File: config.mk
export PLATFORM = sky130hd
export DESIGN_NAME = alarm_sequencer
export DESIGN_NICKNAME = d
export VERILOG_FILES = /design/src/rtl/alarm_sequencer.sv
export SDC_FILE = /design/constraint.sdc
export NUM_CORES = 1
export LEC_CHECK = 0
export ABC_CLOCK_PERIOD_IN_PS = 2700
export CORE_ASPECT_RATIO = 0.7
export CORE_MARGIN = 1
export CORE_UTILIZATION = 50
export DETAILED_ROUTE_END_ITERATION = 12
export PLACE_DENSITY = 0.69
export SETUP_SLACK_MARGIN = 0.1
export SKIP_CTS_REPAIR_TIMING = 1
export SLEW_MARGIN = 20
export SYNTH_ARGS = -nofsm -noshare
export SYNTH_HDL_FRONTEND = slang
export SYNTH_SLANG_ARGS = --single-unit
export TNS_END_PERCENT = 100
File: constraint.sdc
create_clock -name clk_i -period 2.7 [get_ports clk_i]
set_input_delay 0.405 -clock clk_i [delete_from_list [all_inputs] [get_ports clk_i]]
set_output_delay 0.405 -clock clk_i [all_outputs]
set_load 0.03 [all_outputs]
File: src/rtl/alarm_sequencer.sv
// Operator alarm sequencer for the irrigation controller.
// It debounces the raw alarm request and latches the alarm until the operator
// acknowledges it. It drives the buzzer, a blinking lamp and the irrigation
// inhibit line. After an acknowledge it holds a timed silence window and
// re-sounds the alarm if the condition is still present.
//
//   state       | meaning
//   ------------+---------------------------------------------------------
//   ST_IDLE     | no latched alarm; all outputs off
//   ST_ACTIVE   | alarm latched; buzzer on, lamp blinking, irrigation inhibited
//   ST_SILENCED | acknowledged while still present; buzzer off, lamp steady
module alarm_sequencer #(
  parameter int unsigned DEBOUNCE_CYCLES = 4,
  parameter int unsigned BLINK_HALF      = 8,
  parameter int unsigned SILENCE_CYCLES  = 64,
  parameter int unsigned CNT_W           = 8
) (
  input  logic       clk_i,
  input  logic       rst_i,
  input  logic       alarm_request_i,
  input  logic       ack_i,
  output logic       buzzer_o,
  output logic       lamp_o,
  output logic       irrigation_inhibit_o,
  output logic [1:0] state_o
);

  typedef enum logic [1:0] {
    ST_IDLE     = 2'b00,
    ST_ACTIVE   = 2'b01,
    ST_SILENCED = 2'b10
  } state_e;

  localparam logic [CNT_W-1:0] DEB_LAST   = CNT_W'(DEBOUNCE_CYCLES - 1);
  localparam logic [CNT_W-1:0] BLINK_LAST = CNT_W'(BLINK_HALF - 1);
  localparam logic [CNT_W-1:0] SIL_LAST   = CNT_W'(SILENCE_CYCLES - 1);

  state_e           state_q, state_d;
  logic             alarm_q, alarm_d;
  logic [CNT_W-1:0] deb_cnt_q, deb_cnt_d;
  logic             ack_prev_q, ack_prev_d;
  logic [CNT_W-1:0] blink_cnt_q, blink_cnt_d;
  logic             lamp_ph_q, lamp_ph_d;
  logic [CNT_W-1:0] sil_cnt_q, sil_cnt_d;
  logic             ack_rise;

  // Debounce: count consecutive samples that disagree with the filtered value.
  always_comb begin
    alarm_d   = alarm_q;
    deb_cnt_d = '0;
    if (alarm_request_i != alarm_q) begin
      if (deb_cnt_q == DEB_LAST) begin
        alarm_d = alarm_request_i;
      end else begin
        deb_cnt_d = deb_cnt_q + 1'b1;
      end
    end
  end

  assign ack_prev_d = ack_i;
  assign ack_rise   = ack_i & ~ack_prev_q;

  // Next-state logic. Decisions use the pre-edge filtered alarm. In the silence
  // window, a fresh ack wins over expiry at the same edge.
  always_comb begin
    state_d     = state_q;
    blink_cnt_d = blink_cnt_q;
    lamp_ph_d   = lamp_ph_q;
    sil_cnt_d   = sil_cnt_q;
    case (state_q)
      ST_IDLE: begin
        if (alarm_q) begin
          state_d     = ST_ACTIVE;
          blink_cnt_d = BLINK_LAST;
          lamp_ph_d   = 1'b1;
        end
      end
      ST_ACTIVE: begin
        if (ack_rise) begin
          state_d   = alarm_q ? ST_SILENCED : ST_IDLE;
          sil_cnt_d = '0;
        end else if (blink_cnt_q == '0) begin
          blink_cnt_d = BLINK_LAST;
          lamp_ph_d   = ~lamp_ph_q;
        end else begin
          blink_cnt_d = blink_cnt_q - 1'b1;
        end
      end
      ST_SILENCED: begin
        if (!alarm_q) begin
          state_d = ST_IDLE;
        end else if (ack_rise) begin
          sil_cnt_d = '0;
        end else if (sil_cnt_q == SIL_LAST) begin
          state_d     = ST_ACTIVE;
          blink_cnt_d = BLINK_LAST;
          lamp_ph_d   = 1'b1;
        end else begin
          sil_cnt_d = sil_cnt_q + 1'b1;
        end
      end
      default: state_d = ST_IDLE;
    endcase
  end

  // State and counter registers with synchronous reset.
  always_ff @(posedge clk_i) begin
    if (rst_i) begin
      state_q     <= ST_IDLE;
      alarm_q     <= 1'b0;
      deb_cnt_q   <= '0;
      ack_prev_q  <= 1'b0;
      blink_cnt_q <= '0;
      lamp_ph_q   <= 1'b0;
      sil_cnt_q   <= '0;
    end else begin
      state_q     <= state_d;
      alarm_q     <= alarm_d;
      deb_cnt_q   <= deb_cnt_d;
      ack_prev_q  <= ack_prev_d;
      blink_cnt_q <= blink_cnt_d;
      lamp_ph_q   <= lamp_ph_d;
      sil_cnt_q   <= sil_cnt_d;
    end
  end

  // Outputs are decoded from registered state only.
  always_comb begin
    buzzer_o             = (state_q == ST_ACTIVE);
    irrigation_inhibit_o = (state_q != ST_IDLE);
    lamp_o               = (state_q == ST_ACTIVE) ? lamp_ph_q : (state_q == ST_SILENCED);
    state_o              = state_q;
  end

endmodule
==> metrics.md <==
| Metric | Value |
|---|---|
| Largest net degree at the start of global routing | 18 |
| Initial Util | 53.0% |
| Via count | 1,444 |
| Crit path kind | reg2out |
| DRT Pass-1 Iters | 5 |
| Leading cell type by number of instances after synthesis | dfxtp_1 |
| Final instance area | 1710 µm² |
| Post-DRT Antenna Nets | 0 |
| Clk sink count | 29 |
| CP max-delay cell | clkdlybuf4s50_1 |
| # IOs | 9 |
| Fin. Hold Viols | 0 |
| CTS clk-pin slew, worst paths | roughly 0.06 ns |
| RSZ-0062 raised after global routing | false |
| Die area | 3220 µm² |
| Share of cells above drive strength 1 | 9.04% |
| Setup crit end kind | primary output |
| Req. time, crit path | approximately 2.3 ns |
| Crit path max-delay family | buffers and inverters |
| Area of the multi-input gates | a little under 900 µm² |
| Worst-path maximum fanout | 7 |
| H-tree Lvls | 2 |
| Clock latency on the worst-skew pair | between 0.2 and 0.3 ns |
| Main flop type after synthesis | dfxtp_1 |
| Max VDD drop | 0.361 mV |
| Pwr/cell area | 488 nW/µm² |
| Diode count | 0 |
| P_leak | 0.622 nW |
| Vias in the first global route | 1,241 |
| Rel. slew slack | between 40 and 50% |
| Total GRT Usage | around a quarter |
| # nets final | 196 |
| Root Driver | clkbuf_8 |
| Initial drt markers | around 150 |
| I/O Buffers | 8 |
| Cts bufs inserted | 5 |
| Avg Inst Size Synth | 8.59 µm² |
| Buf/Inv on CP | 2 |
| FFs w/ async S/R, synth | 0% |
| DP Wirelength | 2.52 mm |
| Die extent in y | 47.8 µm |
| Slowest Stage Delay on Critical Path | 0.66 ns |
| First-pass GRT wire length | about 5.8 mm |
| Max-cap violation count | 0 |
| Post-Syn Nets | approximately 180 |
| WL per Instance | ~16 µm |
| Critical path startpoint category | flip-flop |
| Worst Skew | 0.00388 ns |
| Post-Route WL | 3.59 mm |
| Global route overflow | 0 |
| Synthesized flop and latch total | 29 |
| Area Growth Syn to Fin | 14.4% |
| DIE WIDTH | 67.4 µm |
| Post-layout util | 60.6% |
| Register area | 581 µm² |
| Placed Area | 1620 µm² |
| Synthesized area | 1500 µm² |
| CP Cell Sequence | nand2b_1 > inv_1 > nand2_1 > nand2_1 > clkdlybuf4s50_1 |
| Share of the synthesized area in the top cell type | 38.8% |
| Most used cell, CP | nand2_1 |
| Hold Crit Class | reg2reg |
| Max Fclk | 0.426 GHz |
| Mapped Cells | between 150 and 200 |
| Rows | 16 |
| # DRC | 0 |
| Setup TNS | 0 ns |
| Arr. time, crit path | 1.95 ns |
| Top cells by area, synth | dfxtp_1 39%, nor2_1 4.3%, nand3_1 4.0% |
| Top post-synthesis cells by count | 29 x dfxtp_1, 17 x nor2_1, 12 x nand3_1, 11 x nand2_1, 9 x inv_1 |
| Vias per cell | 6.45 |
| Slew Limit Fails | 0 |
| Final setup vio count | 0 |
| Register area share after synthesis | 38.8% |
| Post-synth top area cell | dfxtp_1 |
| Core Box Area | between 2000 and 3000 µm² |
| GP Congestion | 0.861 |
| Fillers | 241 |
| CTS tree | built |
| Outcome | complete, no violations |
| Cell variety after synth | 44 |
| Minimum clock period after layout | 2.35 ns |
| CTS max path bufs | 2 |
| Yosys warning count | 0 |
| Period utilization | 87.0% |
| Initial antenna violation count | 0 |
| Post-synth EDFFs | 0 |
| Worst-margin pin slew | 0.774 ns |
==> cell type report <==
cell class	count	share of cell area [%]
inverters	9	1.98
flip-flops and latches	29	33.9
multi-input cells	133	50.8
repair buffers	10	5.56
well taps	36	2.63
clock buffers	7	5.05
==> layout by cell type, fill, tap and decap left out, types with 2 or more instances in the layout <==
master | Yosys | final
nor3_1 | 8 | 8
o311ai_0 | 2 | 2
buf_4 | 0 | 2
or3_1 | 2 | 2
o21ai_0 | 2 | 2
xnor2_1 | 2 | 2
and3_1 | 5 | 5
nor2_1 | 17 | 17
inv_1 | 9 | 9
clkdlybuf4s50_1 | 0 | 8
a22o_1 | 2 | 2
a31oi_1 | 6 | 6
nor2b_1 | 3 | 3
clkbuf_8 | 0 | 6
a21oi_1 | 5 | 5
xor2_1 | 5 | 5
or2_2 | 3 | 3
or4_1 | 3 | 3
nand4_1 | 3 | 3
dfxtp_1 | 29 | 29
a32o_1 | 2 | 2
nand3_1 | 12 | 12
nand2b_1 | 5 | 5
o2111ai_1 | 2 | 2
a311oi_1 | 5 | 5
nand2_1 | 11 | 11
a22oi_1 | 2 | 2
ha_1 | 4 | 4
o31ai_1 | 3 | 3
nor4_1 | 3 | 3
==> cells by family after synthesis <==
family                   synth area share (%)
XOR/XNOR                                 4.10
adder cells (fa/ha/maj)                  3.35
buffers and inverters                    3.01
AO/OA/AOI/OAI                            20.9
flip-flops                               38.8
multiplexers                            0.669
AND/OR/NAND/NOR                          29.1
==> stage by stage <==
| stage | instances | worst slack (ns) | total power (W) | hold slack [ns] |
|---|---|---|---|---|
| after CTS | 224 | 0.345 | 0.000842 | 0.483 |
| after global routing | 224 | 0.223 | 0.000868 | 0.525 |
| after detailed placement | 217 | 0.266 | 0.000482 | 0.475 |
| after floorplan | 174 | 0.843 | 0.000468 | 0.437 |
| after global placement | 217 | 0.403 | 0.000481 | 0.456 |
| final | 224 | 0.350 | 0.000835 | 0.481 |
==> final timing paths <==
| path | from | endpoint | slack [ns] | cells after the start |
|---|---|---|---|---|
| max | state_o[1] | lamp_o | 0.35 | 5 |
| min | deb_cnt_q[0] | deb_cnt_q[0] | 0.48 | 1 |
| max reg2reg | blink_cnt_q[0] | blink_cnt_q[3] | 0.58 | 6 |
| min reg2reg | deb_cnt_q[0] | deb_cnt_q[0] | 0.48 | 1 |
==> state kept, by name, indices dropped and copies added (netlist names) <==
name,flops
deb_cnt_q,8
sil_cnt_q,8
state_o,2
ack_prev_q,1
blink_cnt_q,8
alarm_q,1
lamp_ph_q,1
==> worst register-to-register path: cells and delay by family (launching register included) <==
kind | cells | cell delay, ns
buffers and inverters | 1 | 0.09
DFF | 1 | 0.40
adders and majority gates | 1 | 0.19
AOI/OAI and AO/OA | 2 | 0.53
and+or+nand+nor | 2 | 0.80
==> per-layer routing <==
layer	share of wire, %	track usage [%]	vias to the layer above
li1	-	-	685
met1	48	35.0	686
met2	43	37.6	64
met3	7.9	7.86	9
met4	1.9	10.6	0
met5	0	0	-
==> report_power, final <==
part / switching (W) / internal, W / leakage (nW)
clock: 0.000160 / 0.000202 / 0.0443
sequential: 0.00000355 / 0.000431 / 0.234
combinational: 0.0000241 / 0.0000144 / 0.343
total: 0.000188 / 0.000648 / 0.622
Note: power is estimated with default switching activity, not from simulation.
